<file path="config.mk">
export PLATFORM = sky130hd
export DESIGN_NAME = faerie_mem_arbiter
export DESIGN_NICKNAME = d
export VERILOG_FILES = /design/src/rtl/faerie_mem_arbiter.sv
export SDC_FILE = /design/constraint.sdc
export NUM_CORES = 1
export LEC_CHECK = 0
export CAP_MARGIN = 20
export CORE_ASPECT_RATIO = 0.7
export CORE_UTILIZATION = 35
export CTS_BUF_LIST = sky130_fd_sc_hd__clkbuf_8
export CTS_CLUSTER_SIZE = 40
export DETAILED_ROUTE_END_ITERATION = 8
export PLACE_DENSITY = 0.88
export REMOVE_ABC_BUFFERS = 1
export SLEW_MARGIN = 5
export SYNTH_ARGS = -nofsm -noshare
export SYNTH_HDL_FRONTEND = slang
export SYNTH_SLANG_ARGS = --single-unit
</file>
<file path="constraint.sdc">
create_clock -name clk -period 2.6 [get_ports clk]
set_input_delay 0.65 -clock clk [delete_from_list [all_inputs] [get_ports clk]]
set_output_delay 0.65 -clock clk [all_outputs]
set_load 0.01 [all_outputs]
</file>
<file path="src/rtl/faerie_mem_arbiter.sv">
// Shares the single memory port between the CPU and a DMA/debug requester.
// The CPU is stalled through cpu_ce whenever the DMA takes a cycle it also wanted.
module faerie_mem_arbiter #(
   parameter int STARVE_LIMIT = 4,
   parameter int LOCK_MAX     = 8
) (
   input  logic        clk,
   input  logic        rst,
   input  logic        cpu_re,
   input  logic        cpu_we,
   input  logic [15:0] cpu_addr,
   input  logic [7:0]  cpu_wdata,
   output logic        cpu_ce,
   output logic [7:0]  cpu_rdata,
   input  logic        dma_req,
   input  logic        dma_we,
   input  logic        dma_lock,
   input  logic [15:0] dma_addr,
   input  logic [7:0]  dma_wdata,
   output logic        dma_gnt,
   output logic [7:0]  dma_rdata,
   output logic        dma_rvalid,
   output logic        mem_re,
   output logic        mem_we,
   output logic [15:0] mem_addr,
   output logic [7:0]  mem_wdata,
   input  logic [7:0]  mem_rdata
);

   // state    | meaning
   // OWN_CPU  | read issued last cycle belongs to the CPU
   // OWN_DMA  | read issued last cycle belongs to the DMA
   typedef enum logic {OWN_CPU, OWN_DMA} owner_e;

   owner_e      rd_owner_q, rd_owner_d;
   logic        rd_pend_q,  rd_pend_d;
   logic        locked_q,   locked_d;
   logic [3:0]  starve_q,   starve_d;
   logic [3:0]  lock_cnt_q, lock_cnt_d;
   logic [7:0]  hold_q,     hold_d;

   logic        cpu_idle;
   logic        dma_own;
   logic        cpu_ret;

   always_ff @(posedge clk) begin
      if (!rst) begin
         rd_owner_q <= OWN_CPU;
         rd_pend_q  <= 1'b0;
         locked_q   <= 1'b0;
         starve_q   <= 4'd0;
         lock_cnt_q <= 4'd0;
         hold_q     <= 8'd0;
      end else begin
         rd_owner_q <= rd_owner_d;
         rd_pend_q  <= rd_pend_d;
         locked_q   <= locked_d;
         starve_q   <= starve_d;
         lock_cnt_q <= lock_cnt_d;
         hold_q     <= hold_d;
      end
   end

   always_comb begin
      cpu_idle = !cpu_re && !cpu_we;
      dma_own  = dma_req && (cpu_idle
                             || (starve_q == 4'(STARVE_LIMIT))
                             || (locked_q && (lock_cnt_q < 4'(LOCK_MAX))));

      // Outputs are forced while reset is held so the CPU's own reset proceeds.
      dma_gnt   = rst && dma_own;
      cpu_ce    = !rst || !dma_own || cpu_idle;
      mem_re    = 1'b0;
      mem_we    = 1'b0;
      mem_addr  = 16'd0;
      mem_wdata = 8'd0;
      if (rst) begin
         if (dma_own) begin
            mem_re    = !dma_we;
            mem_we    = dma_we;
            mem_addr  = dma_addr;
            mem_wdata = dma_wdata;
         end else begin
            mem_re    = cpu_re && !cpu_we;
            mem_we    = cpu_we;
            mem_addr  = cpu_addr;
            mem_wdata = cpu_wdata;
         end
      end

      dma_rvalid = rst && rd_pend_q && (rd_owner_q == OWN_DMA);
      dma_rdata  = dma_rvalid ? mem_rdata : 8'd0;
      cpu_ret    = rst && rd_pend_q && (rd_owner_q == OWN_CPU);
      // Bypass on the return cycle keeps the CPU's 1-cycle read latency even if it stalls next.
      cpu_rdata  = !rst ? 8'd0 : (cpu_ret ? mem_rdata : hold_q);
      hold_d     = cpu_ret ? mem_rdata : hold_q;

      rd_pend_d  = mem_re;
      rd_owner_d = dma_gnt ? OWN_DMA : OWN_CPU;

      if (!dma_req || dma_gnt)
         starve_d = 4'd0;
      else if (starve_q == 4'(STARVE_LIMIT))
         starve_d = starve_q;
      else
         starve_d = starve_q + 4'd1;

      locked_d = dma_gnt && dma_lock;
      if (!dma_gnt)
         lock_cnt_d = 4'd0;
      else if (lock_cnt_q == 4'(LOCK_MAX))
         lock_cnt_d = lock_cnt_q;
      else
         lock_cnt_d = lock_cnt_q + 4'd1;
   end

endmodule

</file>
# ---- Word level (Yosys, flattened, before mapping)
# Index checks and enable logic that the tools add are counted.
dict set report totals {
  register_bits 19
  latch_bits 0
  ram_bits 0
  rom_bits 0
  inputBits 63
  out_inout_bits 45
  elab_cells 47
  n_memories 0
}
dict set report op_classes {
  n_addsub 2
  multipliers 0
  n_div 0
  magnitude_cmp 1
  n_eq_ne 2
  n_shift 0
  mux 12
  bitwise_logic 2
  n_reduce_logical 22
}
# op n
set op_table {}
lappend op_table {{8-bit 2-to-1 mux} 5}
lappend op_table {{16-bit 2-to-1 mux} 2}
lappend op_table {{1-bit logical AND} 9}
lappend op_table {{4-bit by 1-bit adder with 4-bit output (second input constant)} 2}
lappend op_table {{1-bit logical NOT} 6}
lappend op_table {{1-bit logical OR} 5}
lappend op_table {{1-bit 2-to-1 mux} 5}
lappend op_table {{4-bit by 3-bit == test with 1-bit output (second input constant)} 1}
lappend op_table {{4-bit == test (second input constant)} 1}
lappend op_table {{4-bit < comparator (second input constant)} 1}
lappend op_table {{1-bit inverter} 2}
lappend op_table {{2-bit AND reduction} 1}
lappend op_table {{2-bit OR reduction} 1}

# ---- Logic depth before layout (Yosys ltp)
# Gate-level depths: netlist of the first run.
dict set report depth {
  ltp_word 8
  mapped_depth 7
  mapped_depth_nobuf 6
}

# ---- Worst setup path before layout of the first run
# No wires, ideal clock.
dict set report synth_path {
  path_kind {in2out}
  start {in cpu_re}
  end {out mem_addr[0]}
  t_arrival_ns 1.656
  required_ns 1.950
  setup_slack_ns 0.294
  cell_stages 5
  path_buffers 2
  cell_sequence {or2_4 a31oi_4 buf_12 buf_12 mux2i_1}
}
dict set report synth_between {
  elab_chain_len 7
}
# element line_no
set synth_lines {}
lappend synth_lines {{start, declared} 9} ;# input logic cpu_re,
lappend synth_lines {{1-bit logical NOT} 65} ;# cpu_idle = !cpu_re && !cpu_we;
lappend synth_lines {{1-bit logical AND} 65}
lappend synth_lines {{1-bit logical OR} 67} ;# || (starve_q == 4'(STARVE_LIMIT))
lappend synth_lines {{1-bit logical OR} 68} ;# || (locked_q && (lock_cnt_q < 4'(LOCK_MAX))));
lappend synth_lines {{1-bit logical AND} 66} ;# dma_own = dma_req && (cpu_idle
lappend synth_lines {{16-bit 2-to-1 mux} 78} ;# if (dma_own) begin
lappend synth_lines {{16-bit 2-to-1 mux} 77} ;# if (rst) begin
lappend synth_lines {{end, declared} 25} ;# output logic [15:0] mem_addr,
# Every way passes these cells.

# ---- Worst setup path after layout of the first run
dict set report layout_path {
  start {in mem_rdata[3]}
  end {out cpu_rdata[3]}
}
dict set report layout_between {
  elab_chain_len 2
}
# element line_no
set layout_lines {}
lappend layout_lines {{start, declared} 27} ;# input logic [7:0] mem_rdata
lappend layout_lines {{8-bit 2-to-1 mux} n/a}
lappend layout_lines {{8-bit 2-to-1 mux} 95} ;# cpu_rdata = !rst ? 8'd0 : (cpu_ret ? mem_rdata : hold_q);
lappend layout_lines {{end, declared} 14} ;# output logic [7:0] cpu_rdata,
# Every way passes these cells.

==> metrics, run 1 <==
Mapped Cells 175; critical path endpoint category output port; syn avg cell area 8.13 um^2; met3 routed WL 471 um; dominant cell type by area after synthesis dfxtp_1; RSZ-0062 raised after global routing yes; ANT cells 0; die width 78.2 um; first-pass GRT wire length 6520 um; Reg clk slew, reported paths 60 ps; DRT met1 WL 1520 um; setup_tns 0 ps; via count 1,558; Die Footprint 4330 um^2; vias in the first global route 1,423; top post-synthesis cells by area dfxtp_1 (27%), mux2i_1 (26%), nand2_1 (14%), and2_1 (4.8%), buf_12 (4.2%); crit path max fanout 2; flops & latches, synth 19; row cnt 18; register area 380 um^2; crit path time final 2540 ps; Post-route DRC 0; Max-Cap Viols 0; Max-slew headroom 81.0%; P_leak 0.00127 uW; # fillers 320; PwrDens 302 nW/um^2; asr flop ratio synth 0%; PortBufs 107; worst slew pin tran 286 ps; Data required, critical path 1950 ps; gr usage total 18.7%; Sink Count 19; antenna viol nets, final 0; critical path class primary input to output port; share of cells above drive strength 1 18.4%; final period utilization 97.7%; GP Congestion 0.827; TritonCTS clock tree done; critical path launch point type primary input; Worst Hold Depth 2; initial antenna violation count 0; Area Overhead vs Synth 77.7%; vias per cell 4.61; Reg2Reg Depth 7; drt pass-1 iters 4; initial core utilization 38.5%; final number of max-transition violations 0; Synth Cell Area 1420 um^2; total gr overflow 0; Synth cell types 25; Worst Hold Class register to register; Most used DFF post-synth dfxtp_1; Post-CTS Hold Fix Bufs 0; Worst-Skew Late Latency 250 ps; core area 3690 um^2; I/O pin count 108; post-DP HPWL 3220 um; Fmax 0.394 GHz; highest metal layer with signal wires met4; clk_skew 3.84 ps; Avg WL per Cell 11.5 um; multi-input logic area 923 um^2; arrival time worst endpoint 1890 ps; Clock H-tree levels 1; Die Ht 55.3 um; largest net degree at the start of global routing 53; TritonCTS Buffers 3; Iteration-0 DRC Markers 37; Pwr Total 764 uW; Synth Warn # 0; clock buffer depth 2; Final Hold Vio Count 0; post-synthesis sequential area ratio 26.7%; CTS root buf clkbuf_8; Synth top area share 26.7%; Post-synth EDFFs 0; # setup viols final 0; # nets final 356; met2 wire length 1870 um; VDD IR max 0.000154 V; final wirelength 3900 um; status finished clean
[critical path: stages]
cell and delay, ps:
clkdlybuf4s50_1 480, mux2i_1 70, nor2b_1 140, clkdlybuf4s50_1 550
[worst paths after layout]
| kind | start | endpoint | slack (ps) |
|---|---|---|---|
| min reg2reg | hold_q[5] | hold_q[5] | 530 |
| max | mem_rdata[3] | cpu_rdata[3] | 60 |
| max reg2reg | starve_q[0] | rd_pend_q | 960 |
| min | hold_q[5] | hold_q[5] | 530 |
[state kept, by name, indices dropped and copies added, names as in the netlist]
register and cells:
rd_owner_q 1, lock_cnt_q 4, starve_q 4, hold_q 8
locked_q 1, rd_pend_q 1
[what timing repair did]
item / in CTS / in global routing
cloned: 1 / 1
gates resized for setup: 120 / 9
endpoints found under the setup margin: 29 / 29
pin swaps: 2 / 1
buffers inserted: 4 / 0
[kinds of logic (layout without fill, tap and decap cells)]
logic type / after synthesis / count (layout) / share of synthesized area (%)
AND/OR/NAND/NOR: 90 / 90 / 30.3
multiplexers: 37 / 37 / 26.0
flip-flops: 19 / 19 / 26.7
buffers and inverters: 19 / 132 / 8.80
adder cells (fa/ha/maj): 4 / 4 / 3.52
XOR/XNOR: 4 / 4 / 2.46
AO/OA/AOI/OAI: 2 / 2 / 2.11
[metrics by stage]
step / hold WS (ps) / cells / worst slack, ps / util [%] / cell area (um^2)
6_report: 527 / 338 / 58.8 / 68.4 / 2530
5_1_grt: 555 / 338 / 6.98 / 68.4 / 2530
4_1_cts: 533 / 339 / 19.8 / 68.6 / 2530
3_5_place_dp: 516 / 331 / -612 / 69.6 / 2570
3_3_place_gp: 512 / 331 / -605 / 69.6 / 2570
2_1_floorplan: 492 / 163 / -88.2 / - / 1320
[synthesized netlist by cell type (all sizes together), types with 3 or more instances]
cell type / count
and2: 11
buf: 7
clkbuf: 5
dfxtp: 19
ha: 4
inv: 7
mux2i: 37
nand2: 53
nand2b: 3
nand3b: 3
nor2: 4
nor2b: 8
[cell type report]
| class | instances | area share, % |
|---|---|---|
| flip-flops and latches | 19 | 15.0 |
| clock inverters | 1 | 0.149 |
| multi-input cells | 137 | 36.5 |
| repair buffers | 121 | 43.1 |
| well taps | 50 | 2.48 |
| inverters | 7 | 1.04 |
| clock buffers | 3 | 1.63 |
[power breakdown]
group / total (uW) / internal, uW / switching (uW)
sequential: 304 / 300 / 3.72
combinational: 268 / 164 / 104
clock: 193 / 105 / 88.2
[layout by cell type (no fill, tap or decap), types with 3 or more instances in the layout]
cell	instances
nor2b_1	8
nand2_1	53
and2_1	11
nand3b_1	3
inv_1	7
ha_1	4
clkdlybuf4s50_1	68
mux2i_1	36
dlygate4sd2_1	4
clkbuf_8	3
nor2_1	4
buf_4	9
dfxtp_1	19
buf_2	28
dlymetal6s2s_1	6
[per-layer routing]
layer / vias to the layer above / track usage [%]
li1: 790 / -
met1: 683 / 21.6
met2: 79 / 32.1
met3: 6 / 6.94
met4: 0 / 5.29
met5: - / 0
Note: power is estimated with default switching activity, not from simulation.
==> inputs of run 2 (changes only) <==
- CTS_BUF_LIST: sky130_fd_sc_hd__clkbuf_8 -> default
==> metrics, run 2 (synthesized netlist as in run 1, its figures left out) <==
Worst Hold Depth 2; largest net degree at the start of global routing 53; initial antenna violation count 0; CP max stage delay 550 ps; Worst Hold Class register to register; critical path endpoint category output port; Data required, critical path 1950 ps; PortBufs 107; TritonCTS Buffers 3; antenna viol nets, final 0; internal reg-to-reg setup slack 960 ps; Max-Cap Viols 0; kind of cell adding the most delay to the critical path buffers and inverters; Avg WL per Cell 11.5 um; Setup WS pre-CTS -612 ps; Final Hold Vio Count 0; critical path launch point type primary input; commonest cells after routing, fill and taps aside clkdlybuf4s50_1 (68), nand2_1 (53), mux2i_1 (36), buf_2 (28), dfxtp_1 (19); Most flops, register hold_q; # nets final 356; RSZ-0062 raised after global routing yes; GP Congestion 0.827; multi-input logic area 923 um^2; core area 3690 um^2; total gr overflow 0; gr usage total 18.7%; Clock H-tree levels 1; first-pass GRT wire length 6520 um; Finished Core Util 68.4%; Worst Hold Launch hold_q[5]; vias in the first global route 1,423; status finished clean; final period utilization 97.7%; P_leak 0.00126 uW; Area Overhead vs Synth 77.7%; leading cell type in the layout, fill and taps excluded clkdlybuf4s50_1; TritonCTS clock tree done; drt pass-1 iters 4; Post-CTS Hold Fix Bufs 0; initial core utilization 38.5%; Reg2Reg Depth 7; final worst slack 58.8 ps; final number of max-transition violations 0; VDD IR max 0.000154 V; via count 1,558; arrival time worst endpoint 1890 ps; fin area 2530 um^2; clk_skew 4.00 ps; share of cells above drive strength 1 18.4%; Post-route DRC 0; row cnt 18; # fillers 320; hold slack 527 ps; die width 78.2 um; critical path class primary input to output port; slowest CP cell clkdlybuf4s50_1; Placed Instances 331; Die Ht 55.3 um; crit-path cells clkdlybuf4s50_1, mux2i_1, nor2b_1, clkdlybuf4s50_1; RR Endpoint rd_pend_q; I/O pin count 108; crit-path most repeated cell clkdlybuf4s50_1; Hold Path End hold_q[5]; final cell count without fillers 338; CTS root buf clkbuf_8; max reg flops 8; placed inst area 2570 um^2; Top Registers hold_q (8), lock_cnt_q (4), starve_q (4); worst path bufs/invs 2; Crit Reg-Reg Startpoint starve_q[0]; crit path time final 2540 ps; Sink Count 19; ANT cells 0; register area 380 um^2; Max-slew headroom 81.0%; vias per cell 4.61; Reg clk slew, reported paths 60 ps; PwrDens 304 nW/um^2; Iteration-0 DRC Markers 37; # setup viols final 0; clock buffer depth 2; Worst-Skew Late Latency 250 ps; post-DP HPWL 3220 um; final wirelength 3900 um; worst slew pin tran 286 ps; Fmax 0.394 GHz; Die Footprint 4330 um^2; crit path max fanout 2
[run 2: cell type report]
| cell class | count | area share [%] |
|---|---|---|
| Timing Repair Buffer | 121 | 43.1 |
| Clock buffer | 4 | 1.78 |
| Inverter | 7 | 1.04 |
| Sequential cell | 19 | 15.0 |
| Tap cell | 50 | 2.48 |
| Multi-Input combinational cell | 137 | 36.5 |
[run 2: what timing repair did]
item,CTS,global route
setup endpoints to repair,29,29
pin swaps,2,1
setup buffers,4,0
resized for setup,120,9
gates cloned,1,1
[run 2: routing by layer]
layer  GRT usage [%]  wire (um)  up-vias
met3            6.94        471        6
met1            21.6       1520      683
met5               0          0        -
met4            5.29         34        0
li1                -          -      790
met2            32.1       1870       79
[run 2: power by group]
group	switching [uW]	internal, uW
Clock	88.0	109
Combinational	104	164
Sequential	3.72	300
Total	196	572
[run 2: worst max path at each step]
stage,cells past startpoint,startpoint,slack [ps],to
floorplan,3,cpu_re,-90,mem_addr[0]
global placement,6,cpu_re,-600,mem_re
detailed placement,6,cpu_re,-610,mem_wdata[5]
CTS,4,mem_rdata[0],20,cpu_rdata[0]
global route,7,starve_q[0],8,mem_wdata[1]
finish,4,mem_rdata[3],60,cpu_rdata[3]
[run 2: through the flow]
| step | total power [uW] | TNS, ps |
|---|---|---|
| finish | 768 | 0 |
| global route | 820 | 0 |
| CTS | 785 | 0 |
| detailed placement | 608 | -15820 |
| global placement | 602 | -15380 |
| floorplan | 406 | -2290 |
[run 2: worst register-to-register path, stage by stage, from the launching register on]
cell      delay [ps]
dfxtp_1          330
inv_1             70
ha_1             160
nand3b_1         160
a31oi_4          300
buf_6            200
buf_4            120
mux2i_1          220
